### config.mk
export PLATFORM = sky130hd
export DESIGN_NAME = note_player_ctrl
export DESIGN_NICKNAME = d
export VERILOG_FILES = /design/src/rtl/note_player_ctrl.sv
export SDC_FILE = /design/constraint.sdc
export NUM_CORES = 1
export LEC_CHECK = 0
export ABC_AREA = 1
export CORE_UTILIZATION = 40
export CTS_CLUSTER_DIAMETER = 30
export DETAILED_ROUTE_END_ITERATION = 10
export GPL_TIMING_DRIVEN = 0
export PLACE_DENSITY = 0.61
export SLEW_MARGIN = 15
export SYNTH_ARGS = -nofsm -noshare
export SYNTH_HDL_FRONTEND = slang
export SYNTH_SLANG_ARGS = --single-unit
export TNS_END_PERCENT = 50
### constraint.sdc
create_clock -name clk -period 7.39 [get_ports clk]
set_clock_uncertainty 0.1 [all_clocks]
set_input_delay 2.217 -clock clk [delete_from_list [all_inputs] [get_ports clk]]
set_output_delay 2.217 -clock clk [all_outputs]
set_load 0.02 [all_outputs]
### src/rtl/note_player_ctrl.sv
// Note-player control: accepts notes from the song reader, places them in one of
// three voice slots, counts their duration in beats and returns done handshakes.
module note_player_ctrl #(
   parameter int NOTE_WIDTH     = 6,
   parameter int DURATION_WIDTH = 6,
   parameter int NUM_VOICES     = 3
) (
   input  logic                               clk,
   input  logic                               reset,
   input  logic                               play,
   input  logic                               beat,
   input  logic                               new_note,
   input  logic [NOTE_WIDTH-1:0]              note,
   input  logic [DURATION_WIDTH-1:0]          duration,
   input  logic                               activate,
   output logic                               note_done,
   output logic                               activate_done,
   output logic [NUM_VOICES*NOTE_WIDTH-1:0]   voice_notes,
   output logic [NUM_VOICES-1:0]              voice_active,
   output logic                               busy
);

   localparam int IDX_W = 2;
   localparam logic [DURATION_WIDTH-1:0] ZERO_DUR = {DURATION_WIDTH{1'b0}};
   localparam logic [DURATION_WIDTH-1:0] ONE_DUR  = DURATION_WIDTH'(1);
   localparam logic [DURATION_WIDTH-1:0] MAX_DUR  = {DURATION_WIDTH{1'b1}};
   localparam logic [NOTE_WIDTH-1:0]     ZERO_NOTE = {NOTE_WIDTH{1'b0}};

   logic [NUM_VOICES-1:0]     active_r;
   logic [NUM_VOICES-1:0]     active_s;
   logic [NOTE_WIDTH-1:0]     note_r [NUM_VOICES];
   logic [NOTE_WIDTH-1:0]     note_s [NUM_VOICES];
   logic [DURATION_WIDTH-1:0] rem_r  [NUM_VOICES];
   logic [DURATION_WIDTH-1:0] rem_s  [NUM_VOICES];
   logic                      lead_valid_r;
   logic                      lead_valid_s;
   logic [IDX_W-1:0]          lead_idx_r;
   logic [IDX_W-1:0]          lead_idx_s;
   logic                      note_done_r;
   logic                      note_done_s;
   logic                      activate_done_r;
   logic                      activate_done_s;
   logic [IDX_W-1:0]          slot_s;
   logic                      found_s;
   logic [DURATION_WIDTH-1:0] best_rem_s;
   logic                      load_s;

   // Pick the target slot from pre-edge state: lead reuse, free slot, or shortest remaining
   always_comb begin
      slot_s     = {IDX_W{1'b0}};
      found_s    = 1'b0;
      best_rem_s = MAX_DUR;
      if (!activate && lead_valid_r) begin
         slot_s = lead_idx_r;
      end else begin
         // Descending scans let the lowest index win both searches
         for (int i = NUM_VOICES - 1; i >= 0; i--) begin
            if (!active_r[i]) begin
               slot_s  = IDX_W'(i);
               found_s = 1'b1;
            end else begin
               slot_s = slot_s;
            end
         end
         if (!found_s) begin
            for (int i = NUM_VOICES - 1; i >= 0; i--) begin
               if (!(activate && lead_valid_r && lead_idx_r == IDX_W'(i)) &&
                   rem_r[i] <= best_rem_s) begin
                  slot_s     = IDX_W'(i);
                  best_rem_s = rem_r[i];
               end else begin
                  best_rem_s = best_rem_s;
               end
            end
         end else begin
            best_rem_s = MAX_DUR;
         end
      end
   end

   // Next-state: load, beat countdown, expiry and handshake pulses while playing
   always_comb begin
      load_s          = new_note && (duration != ZERO_DUR);
      active_s        = active_r;
      note_s          = note_r;
      rem_s           = rem_r;
      lead_valid_s    = lead_valid_r;
      lead_idx_s      = lead_idx_r;
      note_done_s     = 1'b0;
      activate_done_s = new_note && activate;
      for (int i = 0; i < NUM_VOICES; i++) begin
         if (load_s && slot_s == IDX_W'(i)) begin
            active_s[i] = 1'b1;
            note_s[i]   = note;
            rem_s[i]    = duration;
         end else if (beat && active_r[i] && rem_r[i] != ZERO_DUR) begin
            rem_s[i] = rem_r[i] - ONE_DUR;
            if (rem_r[i] == ONE_DUR) begin
               active_s[i] = 1'b0;
               if (lead_valid_r && lead_idx_r == IDX_W'(i)) begin
                  lead_valid_s = 1'b0;
                  note_done_s  = 1'b1;
               end else begin
                  note_done_s = note_done_s;
               end
            end else begin
               active_s[i] = active_r[i];
            end
         end else begin
            rem_s[i] = rem_r[i];
         end
      end
      if (new_note && !activate) begin
         if (load_s) begin
            lead_valid_s = 1'b1;
            lead_idx_s   = slot_s;
         end else begin
            // Zero-length lead completes at once without occupying a slot
            note_done_s = 1'b1;
         end
      end else begin
         lead_idx_s = lead_idx_s;
      end
   end

   // State registers; a paused edge drops every voice and any pending pulse
   always_ff @(posedge clk) begin
      if (reset) begin
         active_r        <= {NUM_VOICES{1'b0}};
         lead_valid_r    <= 1'b0;
         lead_idx_r      <= {IDX_W{1'b0}};
         note_done_r     <= 1'b0;
         activate_done_r <= 1'b0;
         for (int i = 0; i < NUM_VOICES; i++) begin
            note_r[i] <= ZERO_NOTE;
            rem_r[i]  <= ZERO_DUR;
         end
      end else if (!play) begin
         active_r        <= {NUM_VOICES{1'b0}};
         lead_valid_r    <= 1'b0;
         note_done_r     <= 1'b0;
         activate_done_r <= 1'b0;
         for (int i = 0; i < NUM_VOICES; i++) begin
            rem_r[i] <= ZERO_DUR;
         end
      end else begin
         active_r        <= active_s;
         note_r          <= note_s;
         rem_r           <= rem_s;
         lead_valid_r    <= lead_valid_s;
         lead_idx_r      <= lead_idx_s;
         note_done_r     <= note_done_s;
         activate_done_r <= activate_done_s;
      end
   end

   // Silent voices present note code 0 to the synthesis path
   always_comb begin
      voice_notes = {(NUM_VOICES*NOTE_WIDTH){1'b0}};
      for (int i = 0; i < NUM_VOICES; i++) begin
         voice_notes[i*NOTE_WIDTH +: NOTE_WIDTH] = active_r[i] ? note_r[i] : ZERO_NOTE;
      end
   end

   assign voice_active  = active_r;
   assign busy          = |active_r;
   assign note_done     = note_done_r;
   assign activate_done = activate_done_r;

endmodule

* After elaboration in Yosys (flattened, before gate mapping)
Index checks and enable logic that the tools add are counted. W data, S select, Z words.
Word-level totals: register bits 44, output and inout bits 24, word-level logic and storage cells 139
Operators by class: add/sub/neg operators 3, $lt $le $gt $ge 3, equality and inequality tests 7, muxes and demuxes 64, bitwise gates (word level) 1, reductions and logical operators 48
Operators with widths (count):
- $mux W6 | 15
- $mux W1 | 41
- $reduce_bool A6 Y1 | 4
- $logic_and A1 B1 Y1 | 23
- $eq A6 B1 Y1 const B | 3
- $sub A6 B1 Y6 const B | 3
- $mux W2 | 8
- $le A6 B6 Y1 | 2
- $reduce_and A2 Y1 | 6
- $reduce_bool A2 Y1 | 6
- $le A6 B6 Y1 const B | 1
- $eq A2 B1 Y1 const B | 2
- $eq A2 B2 Y1 const B | 2
- $logic_not A1 Y1 | 4
- $logic_not A2 Y1 | 2
- $reduce_and A3 Y1 | 1
- $reduce_or A3 Y1 | 1
- $reduce_or A2 Y1 | 1
- $not A1 Y1 | 1

* Longest topological paths before layout
Gate-level depths: netlist of the first run.
word-level depth 30, depth in mapped cells 31, gate-level depth less buffers 31

* Least setup slack after synthesis of the first run
OpenSTA, ideal clock, no wires.
path type input port to flip-flop, start in activate, end reg rem_r[5] in the netlist's numbering, setup time 0.130 ns, arrival time 5.085 ns, setup slack 2.075 ns, stages on the path 27, path buffers 1, cell sequence inv_1 > nor2_2 > nor2_1 > ha_1 > nand2_2 > inv_1 > nand2_1 > nand3_2 > a21boi_2 > clkinv_1 > nand2_1 > o21ai_0 > ha_1 > nand2_1 > nor2_1 > nand2_1 > nand3_1 > nand2_1 > a21boi_2 > nand2_1 > nand2_2 > nand2_4 > nor2_4 > buf_6 > nor2_4 > a21oi_1 > nor2_1
On the way: cells in the longest elaborated chain, start to end 20, elaborated cells on any way between the ends 29, those cells by class order compare: 2; eq/ne: 1; mux: 12; reduce/logical: 14
RTL lines:
- start: declaration | RTL line 15 | input logic activate,
- $logic_and A1 B1 Y1 (2 in series) | RTL line 67 | if (!(activate && lead_valid_r && lead_idx_r == IDX_W'(i)) &&
- $logic_not A1 Y1 | RTL line 67
- $logic_and A1 B1 Y1 | RTL line 67
- $mux W6 | RTL line 67
- $mux W6 | RTL line 65 | if (!found_s) begin
- $mux W6 | RTL line 53 | if (!activate && lead_valid_r) begin
- $le A6 B6 Y1 | RTL line 68 | rem_r[i] <= best_rem_s) begin
- $logic_and A1 B1 Y1 | RTL line 67
- (+3 left out)
- $le A6 B6 Y1 | RTL line 68
- $logic_and A1 B1 Y1 | RTL line 67
- $mux W2 | RTL line 67
- $mux W2 | RTL line 65
- $mux W2 * | RTL line 53
- $eq A2 B2 Y1 * | RTL line 92 | if (load_s && slot_s == IDX_W'(i)) begin
- $logic_and A1 B1 Y1 * | RTL line 92
- $mux W6 / $reduce_bool A2 Y1 (equally long branches)
- end signal: assignment | RTL line 149 | rem_r <= rem_s;
- end: declaration | RTL line 33 | logic [DURATION_WIDTH-1:0] rem_r [NUM_VOICES];
Mark *: on every way between the ends. The rest lies on a longest branch, timed or not. The select of a mux whose other input is x is not followed. A chain may end at the register's enable or synchronous reset.

* Final worst setup path of the first run
start in activate, end reg rem_r[0] in the netlist's numbering
The elaborated chain is that of the path after synthesis.

==> results of run 1 <==
cell families after synthesis:
logic type / after synthesis
adders and majority gates: 21
and+or+nand+nor: 190
xor gates and xnor gates: 15
AOI/OAI and AO/OA: 85
buffers and inverters: 80
DFF: 44
worst paths after layout:
path / endpoint / cells after the start / slack [ns]
min reg2reg: note_r[3] / 2 / 0.37
min: note_r[3] / 2 / 0.37
max reg2reg: rem_r[0] / 25 / 3.05
max: rem_r[0] / 25 / 1.12
through the flow:
step                cells  area [um^2]  util, %
detailed placement    570         3460     49.9
floorplan             435         2950        -
global route          578         3590     51.6
finish                578         3590     51.6
CTS                   578         3590     51.6
global placement      570         3460     49.9
layout make-up:
class                           instances  area (um^2)  area share (%)
Inverter                               69          263            7.33
Multi-Input combinational cell        311         1730            48.4
Clock buffer                            6         82.6            2.30
Buffer                                 11         76.3            2.13
Sequential cell                        44          881            24.6
Timing Repair Buffer                   39          390            10.9
Tap cell                               96          120            3.35
Clock inverter                          2         38.8            1.08
cells in the mapped netlist, types with 3 or more instances:
library cell	count
nand2_1	96
inv_1	64
nor2_1	46
dfxtp_1	44
o21ai_0	36
a21oi_1	33
ha_1	21
nand3_1	20
xor2_1	12
o21ai_1	7
nor3_1	6
clkbuf_1	5
nor2_4	5
buf_6	4
nand2_2	4
nand3_2	4
xnor2_1	3
critical path, delay by kind of cell:
family                   cells  cell delay (ns)
AND/OR/NAND/NOR             13             1.52
adder cells (fa/ha/maj)      2             0.65
buffers and inverters        4             0.95
AO/OA/AOI/OAI                6             1.02
per-layer routing:
metal	vias up	share of wire (%)
met5	-	0
met4	0	1.5
met3	10	4.3
met2	49	44
met1	1268	50
li1	1467	-
power by group through the flow:
stage / logic (uW) / clock network, uW / registers (uW)
floorplan: 73.0 / 0 / 255
global placement: 104 / 0 / 256
detailed placement: 105 / 0 / 256
CTS: 106 / 205 / 251
global route: 121 / 215 / 252
finish: 105 / 201 / 251
sequential cells by signal (all words and copies together) (netlist names):
name           cells
activate_done      1
lead_idx_r         2
lead_valid_r       1
note_done          1
note_r            18
rem_r             18
voice_active       3
==> metrics.txt, run 1 <==
Core ar.=6940 um^2; P&R area growth vs syn=21.4%; die extent in y=87.9 um; post-synthesis cell count=435; M1 GR Usage=between 30% and 40%; switching share of power=29.0%; number of H-tree levels=2; most common cell after layout, fill and taps aside=nand2_1; slowest CP cell=clkdlybuf4s50_1; CP Class=in2reg; met2 usage=33.2%; Synth Area in Simple Gates=29.9%; Port Buffers=39; Gate power share=18.9%; fin crit period=6.27 ns; total CTS buffers=5; met3 Track Usage GR=around 3.2%; clock tree from TritonCTS=yes; DRT Pass-1 Iters=4; Worst Max-Slew Pin Slew=slightly below 0.7 ns; crit-path most repeated cell=nand2_1; Cell Rows=30; Post-synth EDFFs=0; Mapped Area=between 2000 and 3000 um^2; area leader, netlist=dfxtp_1; # diodes=0; clock latency on the worst-skew pair=0.30 ns; Final Max Slew Viols=0; Hold Buf Count CTS=0; Setup Fix Bufs, Post-CTS=0; MaxCap Viol Count=0; via-per-instance ratio=4.83; Psw=162 uW; largest family of logic cells by synthesized area=simple AND/OR/NAND/NOR gates; Setup TNS=0 ns; Filler cells=between 700 and 800; Reg-to-Reg Start=lead_idx_r[0]; Startpoint Class=primary input; Synthesis Warnings=0; most frequent cells in the layout=nand2_1, inv_1, nor2_1; Post-DRT Antenna Nets=0; Max transition margin=a little over half; vias in the first global route=2,658; Hold Path Origin=note_r[3]; total global routing overflow=0; Synth Flop Type=dfxtp_1; Final Hold Viols=0; initial antenna violation count=0; CTS sink count=44; Final Wtd Congestion=0.836; Post-Synth Adder-Cell Area=around 9%; first-pass GRT wire length=between 10,000 and 15,000 um; die area=7730 um^2; Power Density=155 nW/um^2; register area share after synthesis=slightly below 30%; total track usage=21.5%; Layout Nets=520; Avg Inst Size Synth=6.79 um^2; CP Capture Type=flip-flop; share of the synthesized area in the top cell type=29.8%; Power Internal=approximately 400 uW; fin crit share=84.9%; post-synthesis cell type count=36; Hold WS=~0.37 ns; Peak VDD IR=a little over 0.07 mV; WL final=7650 um; Seq cells post-synth=44; Critical Path Start=activate; drt drc=0; Reg clk slew, reported paths=0.09 ns; Arr. time, crit path=approximately 6.4 ns; register share of total power=approximately 45%; clock buffer depth=2; Synth Net Count=approximately 470; Lkg Pwr=0.00169 uW; initial cell density of the core=42.5%; GRT busiest layer=met2; Iter 0 DRT Violations=117; CP required=7.47 ns; setup ws final=1.12 ns; Avg WL per Cell=about 13 um; Worst Path Max Fanout=10; Die X=87.9 um; total power=557 uW; Placement Setup Slack=0.839 ns; worst hold path type=reg2reg; root buffer cell=clkbuf_8; Max stage delay on crit path=0.55 ns; Compound-Gate Fraction of Synth Area=15.5%; Synth async-reset ratio=0%; layout cells sized above 1=just under 9%; clock share of power=36.1%; top cells by area, synth=dfxtp_1, nand2_1, ha_1; outcome=finished clean; total number of vias=about 2,800; IO Pins=42; mux contribution to synthesized area=0%; # setup viols final=0; Resize count post-CTS=0; Max Freq=between 150 and 200 MHz; Post-Synth XOR/XNOR Area=4.45%; detailed placement HPWL=5910 um; largest net degree at the start of global routing=15; RSZ-0062 raised after global routing=false
No activity file was read; power rests on OpenSTA's default activity.
==> run 2: changes to the inputs <==
--- a/config.mk
+++ b/config.mk
@@ -10,7 +10,7 @@
 export CTS_CLUSTER_DIAMETER = 30
 export DETAILED_ROUTE_END_ITERATION = 10
 export GPL_TIMING_DRIVEN = 0
-export PLACE_DENSITY = 0.61
+export PLACE_DENSITY = 0.63
 export SLEW_MARGIN = 15
 export SYNTH_ARGS = -nofsm -noshare
 export SYNTH_HDL_FRONTEND = slang
==> constraint.sdc (replaced) <==
create_clock -name clk -period 5.6 [get_ports clk]
set_clock_uncertainty 0.1 [all_clocks]
set_input_delay 1.68 -clock clk [delete_from_list [all_inputs] [get_ports clk]]
set_output_delay 1.68 -clock clk [all_outputs]
set_load 0.02 [all_outputs]
==> metrics.txt, run 2 (synthesized netlist as in run 1, its figures left out) <==
Port Buffers=39 (unchanged); Iter 0 DRT Violations=258 (was 117); Die X=87.9 um (unchanged); largest net degree at the start of global routing=15 (unchanged); CP endpoint=rem_r[0] (unchanged); MaxCap Viol Count=0 (unchanged); first-pass GRT wire length=12,000 um (was 12,700 um); Lkg Pwr=0.00172 uW (was 0.00169 uW); Avg WL per Cell=12.6 um (was 13.2 um); FF-to-FF End=rem_r[0] (unchanged); Final Hold Viols=0 (unchanged); IO Pins=42 (unchanged); M1 GR Usage=29.6% (was 30.9%); met2 usage=31.2% (was 33.2%); non-filler cells, final=581 (was 578); detailed placement HPWL=5780 um (was 5910 um); fin crit period=5.12 ns; root buffer cell=clkbuf_8 (unchanged); Power Density=203 nW/um^2 (was 155 nW/um^2); Final Max Slew Viols=0 (unchanged); worst hold path type=reg2reg (unchanged); Peak VDD IR=0.106 mV (was 0.0716 mV); RSZ-0062 raised after global routing=false (unchanged); via-per-instance ratio=4.82 (was 4.83); Setup TNS=0 ns (unchanged); Max Freq=195 MHz; outcome=finished clean (unchanged); total track usage=20.2% (was 21.5%); Final Wtd Congestion=0.811 (was 0.836); initial antenna violation count=0 (unchanged); Max transition margin=58.1% (was 53.6%); Cell Rows=30 (unchanged); CP Class=in2reg (unchanged); CP required=5.74 ns (was 7.47 ns); Reg-to-Reg Start=lead_idx_r[0] (unchanged); total global routing overflow=0 (unchanged); R2R Setup Slk=1.53 ns (was 3.05 ns); r2r worst-path depth=26 (was 25); WL final=7320 um (was 7650 um); number of H-tree levels=2 (unchanged); Hold Buf Count CTS=0 (unchanged); clock latency on the worst-skew pair=0.30 ns (about the same); fin crit share=91.3%; Arr. time, crit path=5.26 ns (was 6.36 ns); DRT Pass-1 Iters=4 (unchanged); die area=7730 um^2 (unchanged); CTS sink count=44 (unchanged); P&R area growth vs syn=22.8% (was 21.4%); clock tree from TritonCTS=yes (unchanged); total number of vias=2,800 (was 2,794); CP Capture Type=flip-flop (unchanged); Layout Nets=523 (was 520); Core ar.=6940 um^2 (unchanged); Critical Path Start=activate (unchanged); most frequent cells in the layout=nand2_1, inv_1, nor2_1 (unchanged); clock buffer depth=2 (unchanged); Worst Path Max Fanout=10 (unchanged); # setup viols final=0 (unchanged); layout cells sized above 1=9.69% (was 8.71%); initial cell density of the core=42.5% (unchanged); met3 Track Usage GR=2.83% (was 3.20%); drt drc=0 (unchanged); post-route cell area=3630 um^2 (was 3590 um^2); Filler cells=708 (was 721); total CTS buffers=5 (unchanged); # diodes=0 (unchanged); Worst Max-Slew Pin Slew=0.629 ns (was 0.695 ns); most common cell after layout, fill and taps aside=nand2_1 (unchanged); die extent in y=87.9 um (unchanged); Reg clk slew, reported paths=0.09 ns (about the same); Placement Cell Area=3460 um^2 (unchanged); total instance count after detailed placement=570 (unchanged); GRT busiest layer=met2 (unchanged); vias in the first global route=2,517 (was 2,658); Startpoint Class=primary input (unchanged); Post-DRT Antenna Nets=0 (unchanged)
[run 2: cell type report]
| cell class | instances | area, um^2 | area share [%] |
|---|---|---|---|
| clock inverters | 2 | 38.8 | 1.07 |
| multi-input cells | 311 | 1750 | 48.3 |
| repair buffers | 42 | 413 | 11.4 |
| clock buffers | 6 | 82.6 | 2.28 |
| flip-flops and latches | 44 | 881 | 24.3 |
| inverters | 69 | 264 | 7.28 |
| well taps | 96 | 120 | 3.31 |
| plain buffers | 11 | 76.3 | 2.10 |
[run 2: through the flow]
stage               util (%)  total power, uW  worst slack [ns]  hold WS (ns)
finish                  52.2              735             0.485         0.367
floorplan                  -              433             0.822         0.341
global route            52.2              777             0.159         0.395
global placement        49.9              474            -0.435         0.350
detailed placement      49.9              476            -0.501         0.354
CTS                     51.8              745            0.0518         0.370
[run 2: report_power, final]
| part | switching (uW) | internal (uW) |
|---|---|---|
| Sequential | 8.22 | 322 |
| Clock | 117 | 146 |
| Combinational | 86.0 | 55.4 |
| Total | 212 | 524 |
[run 2: metal layers]
layer / routed length (um) / vias up
met2: 3200 / 64
li1: - / 1478
met4: 76 / 0
met5: 0 / -
met3: 351 / 6
met1: 3690 / 1252
[run 2: repair_timing]
action	4_1_cts	5_1_grt
gates resized for setup	3	2
endpoints found under the setup margin	23	41
pin swaps	0	2
setup buffers	0	3
[run 2: worst max-delay path, stage by stage]
cell            delay [ns]
dlymetal6s2s_1        0.18
inv_1                 0.12
nor2_4                0.19
nor2_1                0.10
ha_1                  0.31
nand2_2               0.10
inv_1                 0.05
nand2_1               0.07
nand3_2               0.12
a21boi_4              0.23
clkinv_2              0.14
nand2_1               0.08
o21ai_0               0.10
ha_1                  0.31
nand2_1               0.07
nor2_1                0.14
nand2_1               0.07
nand3_1               0.06
nand2_1               0.09
a21boi_2              0.12
nand2_1               0.08
a21boi_1              0.23
nand3_2               0.18
clkbuf_2              0.18
buf_4                 0.14
a21oi_1               0.10
[run 2: worst min path at each step]
stage / end / start / cells past startpoint
2_1_floorplan: note_r[0] / note_r[0] / 2
3_3_place_gp: note_r[0] / note_r[0] / 2
3_5_place_dp: note_r[4] / note_r[4] / 2
4_1_cts: note_r[3] / note_r[3] / 2
5_1_grt: note_r[5] / note_r[5] / 2
6_report: note_r[0] / note_r[0] / 2
